==> config.mk <==
export PLATFORM = sky130hd
export DESIGN_NAME = spiflash_host
export DESIGN_NICKNAME = d
export VERILOG_FILES = /design/src/rtl/spiflash_host.sv
export SDC_FILE = /design/constraint.sdc
export NUM_CORES = 1
export LEC_CHECK = 0
export ABC_AREA = 1
export BUFFER_PORTS_ARGS = -buffer_cell sky130_fd_sc_hd__buf_2
export CORE_ASPECT_RATIO = 0.9
export CORE_MARGIN = 10
export CORE_UTILIZATION = 35
export DETAILED_ROUTE_END_ITERATION = 7
export PLACE_DENSITY = 0.53
export SYNTH_ARGS = -nofsm -noshare
export SYNTH_HDL_FRONTEND = slang
export SYNTH_SLANG_ARGS = --single-unit
==> constraint.sdc <==
create_clock -name clk -period 3.3 [get_ports clk]
set_input_delay 0.825 -clock clk [delete_from_list [all_inputs] [get_ports clk]]
set_output_delay 0.825 -clock clk [all_outputs]
set_load 0.01 [all_outputs]
==> src/rtl/spiflash_host.sv <==
// spiflash_host: SPI mode-0 host that shifts 48-bit {address, command, data} frames MSB first
// and returns read data on a one-cycle RspValid pulse.
// Optional SPIFLASH_HOST_CHAIN_EN: a request presented in the last HOLD cycle is accepted there,
// keeping CS low and skipping GAP so frames run back to back.
module spiflash_host #(
    parameter int unsigned CLKDIV    = 2,
    parameter logic [7:0]  CMD_READ  = 8'h01,
    parameter logic [7:0]  CMD_WRITE = 8'h02
) (
    input  logic        clk,
    input  logic        reset,
    input  logic        ReqValid,
    output logic        ReqReady,
    input  logic        ReqWrite,
    input  logic [31:0] ReqAdr,
    input  logic [7:0]  ReqWData,
    output logic        RspValid,
    output logic [7:0]  RspData,
    output logic        SCLK,
    output logic        CS,
    output logic        MOSI,
    input  logic        MISO
);
    typedef enum logic [2:0] {IDLE, SETUP, SHIFT, HOLD, GAP} state_t;

    localparam logic [7:0] DIV_LOAD = 8'(CLKDIV - 1);

    state_t      state_q, state_d;
    logic [7:0]  div_q, div_d;
    logic [5:0]  bit_q, bit_d;
    logic [47:0] shift_q, shift_d;
    logic [7:0]  rdata_q, rdata_d;
    logic        wr_q, wr_d;
    logic        cs_q, cs_d;
    logic        sclk_q, sclk_d;
    logic        mosi_q, mosi_d;
    logic        ready_q, ready_d;
    logic        rsp_valid_q, rsp_valid_d;
    logic [7:0]  rsp_data_q, rsp_data_d;
    logic        expire;
    logic        hold_last;
    logic        accept;
    logic [47:0] frame;

    assign expire    = div_q == 8'd0;
    assign hold_last = (state_q == HOLD) && expire;
`ifdef SPIFLASH_HOST_CHAIN_EN
    assign ReqReady  = ready_q | (hold_last & ReqValid);
`else
    assign ReqReady  = ready_q;
`endif
    assign accept    = ReqValid & ReqReady;
    assign frame     = {ReqAdr, ReqWrite ? CMD_WRITE : CMD_READ, ReqWrite ? ReqWData : 8'h00};

    assign CS       = cs_q;
    assign SCLK     = sclk_q;
    assign MOSI     = mosi_q;
    assign RspValid = rsp_valid_q;
    assign RspData  = rsp_data_q;

    // Next state: half-period divider, SCLK toggling, shift/capture and frame start
    always_comb begin
        state_d     = state_q;
        div_d       = expire ? DIV_LOAD : div_q - 8'd1;
        bit_d       = bit_q;
        shift_d     = shift_q;
        rdata_d     = rdata_q;
        wr_d        = wr_q;
        cs_d        = cs_q;
        sclk_d      = sclk_q;
        mosi_d      = mosi_q;
        rsp_valid_d = 1'b0;
        rsp_data_d  = rsp_data_q;
        case (state_q)
            IDLE: div_d = DIV_LOAD;
            SETUP: if (expire) state_d = SHIFT;
            SHIFT: begin
                if (expire && !sclk_q) begin
                    sclk_d = 1'b1;
                    bit_d  = bit_q + 6'd1;
                    if (bit_q >= 6'd40) rdata_d = {rdata_q[6:0], MISO};
                end else if (expire) begin
                    sclk_d  = 1'b0;
                    shift_d = {shift_q[46:0], 1'b0};
                    mosi_d  = shift_q[46];
                    if (bit_q == 6'd48) state_d = HOLD;
                end
            end
            HOLD: begin
                if (expire) begin
                    state_d     = GAP;
                    cs_d        = 1'b1;
                    mosi_d      = 1'b0;
                    rsp_valid_d = 1'b1;
                    rsp_data_d  = wr_q ? 8'h00 : rdata_q;
                end
            end
            GAP: if (expire) state_d = IDLE;
            default: state_d = IDLE;
        endcase
        if (accept) begin
            state_d = SETUP;
            div_d   = DIV_LOAD;
            bit_d   = 6'd0;
            shift_d = frame;
            wr_d    = ReqWrite;
            cs_d    = 1'b0;
            sclk_d  = 1'b0;
            mosi_d  = frame[47];
        end
        ready_d = state_d == IDLE;
    end

    // State and output registers; reset abandons any frame in flight
    always_ff @(posedge clk or posedge reset) begin
        if (reset) begin
            state_q     <= IDLE;
            div_q       <= 8'd0;
            bit_q       <= 6'd0;
            shift_q     <= 48'd0;
            rdata_q     <= 8'd0;
            wr_q        <= 1'b0;
            cs_q        <= 1'b1;
            sclk_q      <= 1'b0;
            mosi_q      <= 1'b0;
            ready_q     <= 1'b0;
            rsp_valid_q <= 1'b0;
            rsp_data_q  <= 8'd0;
        end else begin
            state_q     <= state_d;
            div_q       <= div_d;
            bit_q       <= bit_d;
            shift_q     <= shift_d;
            rdata_q     <= rdata_d;
            wr_q        <= wr_d;
            cs_q        <= cs_d;
            sclk_q      <= sclk_d;
            mosi_q      <= mosi_d;
            ready_q     <= ready_d;
            rsp_valid_q <= rsp_valid_d;
            rsp_data_q  <= rsp_data_d;
        end
    end
endmodule

## Yosys cells after proc, flatten, opt, wreduce, memory -nomap -nowiden

Cells that the tools add are included.

- Bits in latches: 0
- Input bits: 45
- ROM bits: 0
- RAM bits: 0
- Register bits: 86
- Memories: 0

- Muxes and demuxes: 34
- Div/mod/pow operators: 0
- Shift operators: 0
- Eq/ne operators: 9
- Multipliers: 0
- Add/sub/neg operators: 2
- Reductions and logical operators: 18
- Bitwise gates (word level): 1
- Magnitude comparators: 1

Operators by type and width:

| kind | number |
|---|---|
| 47-bit 2-to-1 mux | 4 |
| 8-bit 2-to-1 mux | 5 |
| 3-bit 2-to-1 mux | 7 |
| 6-bit 2-to-1 mux | 3 |
| 3-bit one-hot mux with 5 select lines | 1 |
| 1-bit 2-to-1 mux | 12 |
| 3-bit inequality test (second input constant) | 3 |
| 8-bit zero test | 1 |
| 2-bit AND reduction | 4 |
| 2-bit nonzero test | 4 |
| 8-bit by 1-bit subtractor with 8-bit output (second input constant) | 1 |
| 6-bit by 1-bit adder with 6-bit output (second input constant) | 1 |
| 3-bit by 2-bit == test with 1-bit output (second input constant) | 2 |
| 6-bit == test (second input constant) | 1 |
| 6-bit greater-or-equal comparator (second input constant) | 1 |
| 3-bit zero test | 2 |
| 3-bit AND reduction | 2 |
| 3-bit nonzero test | 2 |
| 4-bit AND reduction | 1 |
| 3-bit by 1-bit == test with 1-bit output (second input constant) | 1 |
| 3-bit == test (second input constant) | 1 |
| 2-bit 2-to-1 mux | 1 |
| 2-bit inequality test (second input constant) | 1 |
| 1-bit one-hot mux with 2 select lines | 1 |
| other kinds (3) | 3 |

## Longest topological paths before layout

Gate-level depths: netlist of run 1.

- Word-level depth: 7
- Depth in mapped cells: 10
- Depth with buffers taken out: 9

## Worst setup path after synthesis of run 1

No wires, ideal clock.

- Path kind: input to register
- Start: input ReqValid
- End: register shift_q[20]
- Stages: 7
- Arrival time: 1.696 ns
- Path buffers: 2
- Data required time: 3.235 ns
- Path slack: 1.539 ns
- Path through: nand2_1 -> buf_2 -> buf_1 -> nand2_1 -> nand2_1 -> nand2_1 -> nand2_1

- Cells in the longest elaborated chain, start to end: 3

RTL lines:

| item | line | text |
|---|---|---|
| from (decl) | 12 | `input logic ReqValid,` |
| 1-bit bitwise AND (*) | 52 | `assign accept = ReqValid & ReqReady;` |
| 2-bit inequality test (no line) / 2-bit nonzero test (equally long branches) | - |  |
| 3-bit AND reduction (no line) | - |  |
| to (signal assigned) | 133 | `shift_q <= shift_d;` |
| to (decl) | 31 | `logic [47:0] shift_q, shift_d;` |

Every way passes the cells marked *; elsewhere a longest branch is shown, timed or not.
A chain may end at the register's enable or synchronous reset.

## Final worst setup path of run 1

- Start: register div_q[0]
- End: register shift_q[22]

- Cells in the longest elaborated chain, start to end: 4

RTL lines:

| item | line | text |
|---|---|---|
| from (decl) | 29 | `logic [7:0] div_q, div_d;` |
| from (signal assigned) | 131 | `div_q <= div_d;` |
| 8-bit zero test (*) | 45 | `assign expire = div_q == 8'd0;` |
| 1-bit logical AND | 78 | `if (expire && !sclk_q) begin` |
| 2-bit inequality test (no line) | - |  |
| 3-bit AND reduction (no line) (*) | - |  |

Marks and branches as above.

==> metrics.txt, run 1 <==
routed vias/inst=4.51; Synth Register Bits=86; initial antenna violation count=0; CP Launch Type=flop; Longest Clk Path Bufs=2; max-cap violation count=0; final instance area=4840 um^2; DRC viols=0; Pre-antenna DRT Iters=4; Arr. time, crit path=2410 ps; Worst EP required=3520 ps; fin crit share=0.665; clock latency reported for the late side of the worst-skew pair=330 ps; Crit Path Category=reg2reg; RePlAce Congestion=0.763; Crit. Startpoint=div_q[0]; R2R Setup Slk=1110 ps; RSZ-0062 raised after global routing=no; Area Overhead vs Synth=17.3%; DR iter-0 viols=221; YS warnings=0; Worst Hold End=shift_q[42]; HPWL after DPL=5980 um; GR Overflow Total=0; clk sink count=86; core outline area=11500 um^2; slew margin rel.=0.680; Post-CTS Hold Buffers=0; # setup viols final=0; status=completed; Post-Synthesis Cell Area=4130 um^2; R2R cell count=9; Max Slew Vio Count=0; Slew @ Worst Pin=480 ps; Clk pin slew, worst setup/hold paths=60 ps; largest area contributor in the netlist=dfrtp_1; Hold Crit Start=shift_q[42]; Area contributors post-synth=dfrtp_1 (52%), nand2_1 (27%), nand3_1 (3.3%); CTS tree=done; layout cells sized above 1=0.159; endpoints failing hold=0; pwr/cell area=450 nW/um^2; vias in the first global route=3380; Die ar.=16500 um^2; largest net degree at the start of global routing=87; fmax=456 MHz; Post-DRT Antenna Nets=0; Initial Utilization=0.359; vias post-DR=3365; LEAKAGE=2.72 nW; H-tree depth=3; nets@finish=633; CTS Root Cell=clkbuf_16; Synth top area share=0.516; Rows=37; Crit Reg-Reg Endpoint=shift_q[22]; die width=134 um; Worst R2R Start=div_q[0]; Die Ht=123 um; Tot GR Track Use=0.117; Final Critical Period=2190 ps; drt total wl=9020 um; post-synthesis sequential area ratio=0.522; crit path capture type=flop; port bufs=57; Synth Instances=533; syn_nets=581; Worst Path Max Fanout=46; Setup TNS Final=0 ps; Fin Clk Skew=4.83 ps; Mapped Avg Cell Area=7.74 um^2; Distinct cells, synth=33; hold depth=2; WL/cell=12.1 um; CTS Buf Count=9; # resized after CTS=0; peak supply drop=277 uV; placed cell areas=4520 um^2; global-route wire length before repair=15800 um; I/O Pins=58; HP Class=reg2reg; ANT cells=0; post-CTS setup repair buffer count=0
[cell families (layout without fill, tap and decap cells)]
logic type | after synthesis | after routing | share of synthesized area
and+or+nand+nor | 367 | 367 | 0.363
DFF | 86 | 86 | 0.522
buffers and inverters | 47 | 104 | 0.0567
AOI/OAI and AO/OA | 25 | 25 | 0.0388
xor gates and xnor gates | 5 | 5 | 0.0106
adders and majority gates | 3 | 3 | 0.00910
[worst max-delay path: stages (launching register included)]
cell,delay (ps)
dfrtp_1,360
inv_1,80
ha_1,220
nand2_2,80
nor2_4,230
nand3_2,180
nand2_4,410
inv_4,310
nand2_1,140
nand2_1,60
[layout by cell type (no fill, tap or decap), types with 2 or more instances in the layout]
cell,count
xor2_1,5
nor2_4,2
a21oi_1,4
nor2_1,20
buf_4,3
dfrtp_1,85
nand4_1,5
o21ai_0,4
nand3_2,2
nand2_1,298
nand3_1,27
or2_2,4
clkbuf_1,3
clkbuf_16,9
nand2_2,4
bufinv_16,2
buf_2,57
inv_1,22
ha_1,3
clkinv_1,2
a22o_1,6
o21ai_1,8
[stage by stage]
stage,instances,total power (W),worst slack (ps),utilization,hold WS [ps]
floorplan,533,0.00109,255,-,442
global placement,730,0.00113,877,0.394,454
detailed placement,730,0.00113,846,0.394,458
CTS,746,0.00222,1080,0.422,474
global route,746,0.00228,848,0.422,494
finish,746,0.00218,1110,0.422,468
[report_power, final]
group	switching, W	total [W]	internal [W]
logic	0.0000300	0.0000507	0.0000207
clock network	0.000390	0.00107	0.000685
registers	0	0.00105	0.00105
[flip-flops by register name, indices dropped and copies added, names as in the netlist]
name,cells
bit_q,6
RspValid,1
MOSI,1
div_q,8
CS,1
wr_q,1
state_q,3
ReqReady,1
shift_q,47
rdata_q,8
SCLK,1
RspData,8
[synthesized netlist by cell type (all sizes together)]
| master | number |
|---|---|
| o21ai | 12 |
| o211ai | 1 |
| a21oi | 4 |
| inv | 25 |
| xor2 | 5 |
| nor3 | 2 |
| ha | 3 |
| dfrtp | 85 |
| nand2 | 303 |
| dfstp | 1 |
| buf | 18 |
| nand3 | 29 |
| clkbuf | 2 |
| nor3b | 1 |
| a22oi | 1 |
| clkinv | 2 |
| nor2 | 23 |
| nand4 | 5 |
| or2 | 4 |
| o21a | 1 |
| a22o | 6 |
[final cells by class]
class / instances / area, um^2
clock buffers: 13 / 250
clock inverters: 3 / 67.6
fillers: 1206 / 6640
inverters: 27 / 105
multi-input cells: 400 / 1740
flip-flops and latches: 86 / 2150
well taps: 156 / 195
repair buffers: 61 / 328
[how the worst max path moves through the flow]
stage                        to
floorplan                  MOSI
global placement       div_q[0]
detailed placement     div_q[0]
CTS                 shift_q[26]
global route        shift_q[46]
finish              shift_q[22]
[routing by layer]
metal / track usage / vias up / wire, um
li1: - / 1747 / -
met1: 0.141 / 1540 / 4340
met2: 0.192 / 73 / 4090
met3: 0.0418 / 5 / 523
met4: 0.0346 / 0 / 64
met5: 0 / - / 0
Note: power is estimated with default switching activity, not from simulation.
==> run 2, diff against run 1 <==
--- a/config.mk
+++ b/config.mk
@@ -11,7 +11,7 @@
 export CORE_MARGIN = 10
 export CORE_UTILIZATION = 35
 export DETAILED_ROUTE_END_ITERATION = 7
-export PLACE_DENSITY = 0.53
+export PLACE_DENSITY = 0.55
 export SYNTH_ARGS = -nofsm -noshare
 export SYNTH_HDL_FRONTEND = slang
 export SYNTH_SLANG_ARGS = --single-unit
==> constraint.sdc (replaced) <==
create_clock -name clk -period 1.79 [get_ports clk]
set_input_delay 0.4475 -clock clk [delete_from_list [all_inputs] [get_ports clk]]
set_output_delay 0.4475 -clock clk [all_outputs]
set_load 0.01 [all_outputs]
==> run 2 against run 1 <==
Clock power increased by 89%. Routed wire length grew 2.1%. Clock skew is 2.3 ps higher. Critical endpoint is now shift_q[1]. First-iteration DRC count up 0.45%. Highest routed layer unchanged. Total power up 86%. Register-to-register slack worse by 960 ps. Clock-buffer cell count is 1 lower. Cell area is 2.7% higher. Global-route usage rose by 0.096 points. Critical path depth shrank 1. Utilization is 1.2 points higher. Die area stayed put.
==> metrics.txt, run 2 (synthesis results as in run 1) <==
status=completed; Rows=37; core outline area=11500 um^2; vias in the first global route=3430; fmax=607 MHz; Top Family by Delay on Critical Path=simple AND/OR/NAND/NOR gates; layout cells sized above 1=0.177; Area Overhead vs Synth=20.5%; critical path, cell by cell=inv_2 > nand2_1 > nor2_1 > nand3_4 > nand2_8 > inv_6 > nand2_1 > nand2_1; routed vias/inst=4.44; DR iter-0 viols=222; drt total wl=9210 um; M2 GR Usage=0.183; Initial Utilization=0.359; nets@finish=642; most frequent cells in the layout=nand2_1 (298), dfrtp_1 (85), buf_2 (57), nand3_1 (27), inv_1 (22); post-CTS setup repair buffer count=0; max-cap violation count=0; Post-DRT Antenna Nets=0; Placed Cells incl. Taps=739; RePlAce Congestion=0.776; vias post-DR=3355; GR Overflow Total=0; Crit-path slowest cell=dfrtp_1; pwr/cell area=817 nW/um^2; LEAKAGE=2.78 nW; Final Core Density=0.433; Pre-antenna DRT Iters=4; Fin Clk Skew=7.12 ps; die width=134 um; Filler cells=1206; Max Slew Vio Count=0; Post-Layout Cell Count=755; endpoints failing hold=0; worst path bufs/invs=2; pre-CTS WS=-20.4 ps; crit path capture type=flop; Slew @ Worst Pin=390 ps; grt met3 use=0.0422; HP Class=in2async; CP Launch Type=flop; Biggest register=shift_q; max incr delay on CP=430 ps; Worst Path Max Fanout=46; CP dominant cell by count=nand2_1; Tot GR Track Use=0.118; clock latency reported for the late side of the worst-skew pair=340 ps; CTS Root Cell=clkbuf_16; Crit Path Category=reg2reg; ANT cells=0; Arr. time, crit path=1880 ps; CTS tree=done; Clk pin slew, worst setup/hold paths=60 ps; largest net degree at the start of global routing=47; WL/cell=12.2 um; peak supply drop=417 uV; CTS Buf Count=9; DRC viols=0; slew margin rel.=0.739; HPWL after DPL=6450 um; I/O Pins=58; Final WS setup=143 ps; leading cell type in the layout, fill and taps excluded=nand2_1; Die Ht=123 um; # setup viols final=0; Die ar.=16500 um^2; Worst EP required=2030 ps; Post-CTS Hold Buffers=0; fin crit share=0.920; initial antenna violation count=0; global-route wire length before repair=16000 um; clk sink count=86; max reg flops=47; Longest Clk Path Bufs=2; GR peak layer=met2; grt met1 use=0.148; port bufs=57; Final Critical Period=1650 ps; Setup TNS Final=0 ps; H-tree depth=3
-- run 2: cell count changes in the layout (fill, tap and decap cells not counted), moves of 2 or more --
cell      before  now
buf_12         1    3
nand3_2        2    0
nand3_4        0    2
buf_4          3   10
clkbuf_1       3    1
-- run 2: repair_timing --
item                                    CTS  global route
endpoints found under the setup margin   42            57
pin swaps                                 0             1
gates resized for setup                   1             5
hold endpoints to repair                  0             0
gates cloned                              0             0
-- run 2: metal layers --
metal	share of wire	routed length (um)
met2	0.43	3980
met1	0.50	4580
met4	0.015	134
met3	0.055	511
met5	0	0
-- run 2: worst reg2reg max path: stages, from the launching register on --
cell and delay (ps):
dfrtp_1 430, inv_2 90, nand2_1 110, nor2_1 300, nand3_4 160, nand2_8 150, inv_6 150, nand2_1 110
nand2_1 50
-- run 2: through the flow --
| stage | total power, W | hold slack, ps | area, um^2 |
|---|---|---|---|
| after floorplan | 0.00201 | 442 | 4130 |
| after global placement | 0.00208 | 440 | 4620 |
| after detailed placement | 0.00208 | 441 | 4620 |
| after CTS | 0.00412 | 75.3 | 4950 |
| after global routing | 0.00422 | 94.2 | 4970 |
| final | 0.00406 | 76.5 | 4970 |
-- run 2: cell type report --
cell class | count | area (um^2) | area share
Clock buffer | 12 | 256 | 0.0516
Tap cell | 156 | 195 | 0.0393
Timing Repair Buffer | 70 | 420 | 0.0845
Sequential cell | 86 | 2150 | 0.433
Inverter | 27 | 110 | 0.0221
Clock inverter | 4 | 70.1 | 0.0141
Multi-Input combinational cell | 400 | 1770 | 0.355
-- run 2: where the power goes --
group          internal, W  switching [W]  total (W)
Clock              0.00129       0.000730    0.00202
Combinational    0.0000424      0.0000549  0.0000973
Sequential         0.00194              0    0.00194
Total              0.00328       0.000785    0.00406
-- run 2: final timing paths --
kind / depth (start not counted) / slack, ps / end / startpoint
worst max-delay path: 8 / 140 / shift_q[1] / state_q[2]
worst min-delay path: 2 / 80 / shift_q[33] / reset
worst max register to register: 8 / 140 / shift_q[1] / state_q[2]
worst min register to register: 2 / 470 / shift_q[41] / shift_q[41]
max in group asynchronous: 3 / 1120 / CS / reset
min in group clk: 3 / 310 / shift_q[0] / ReqWData[0]
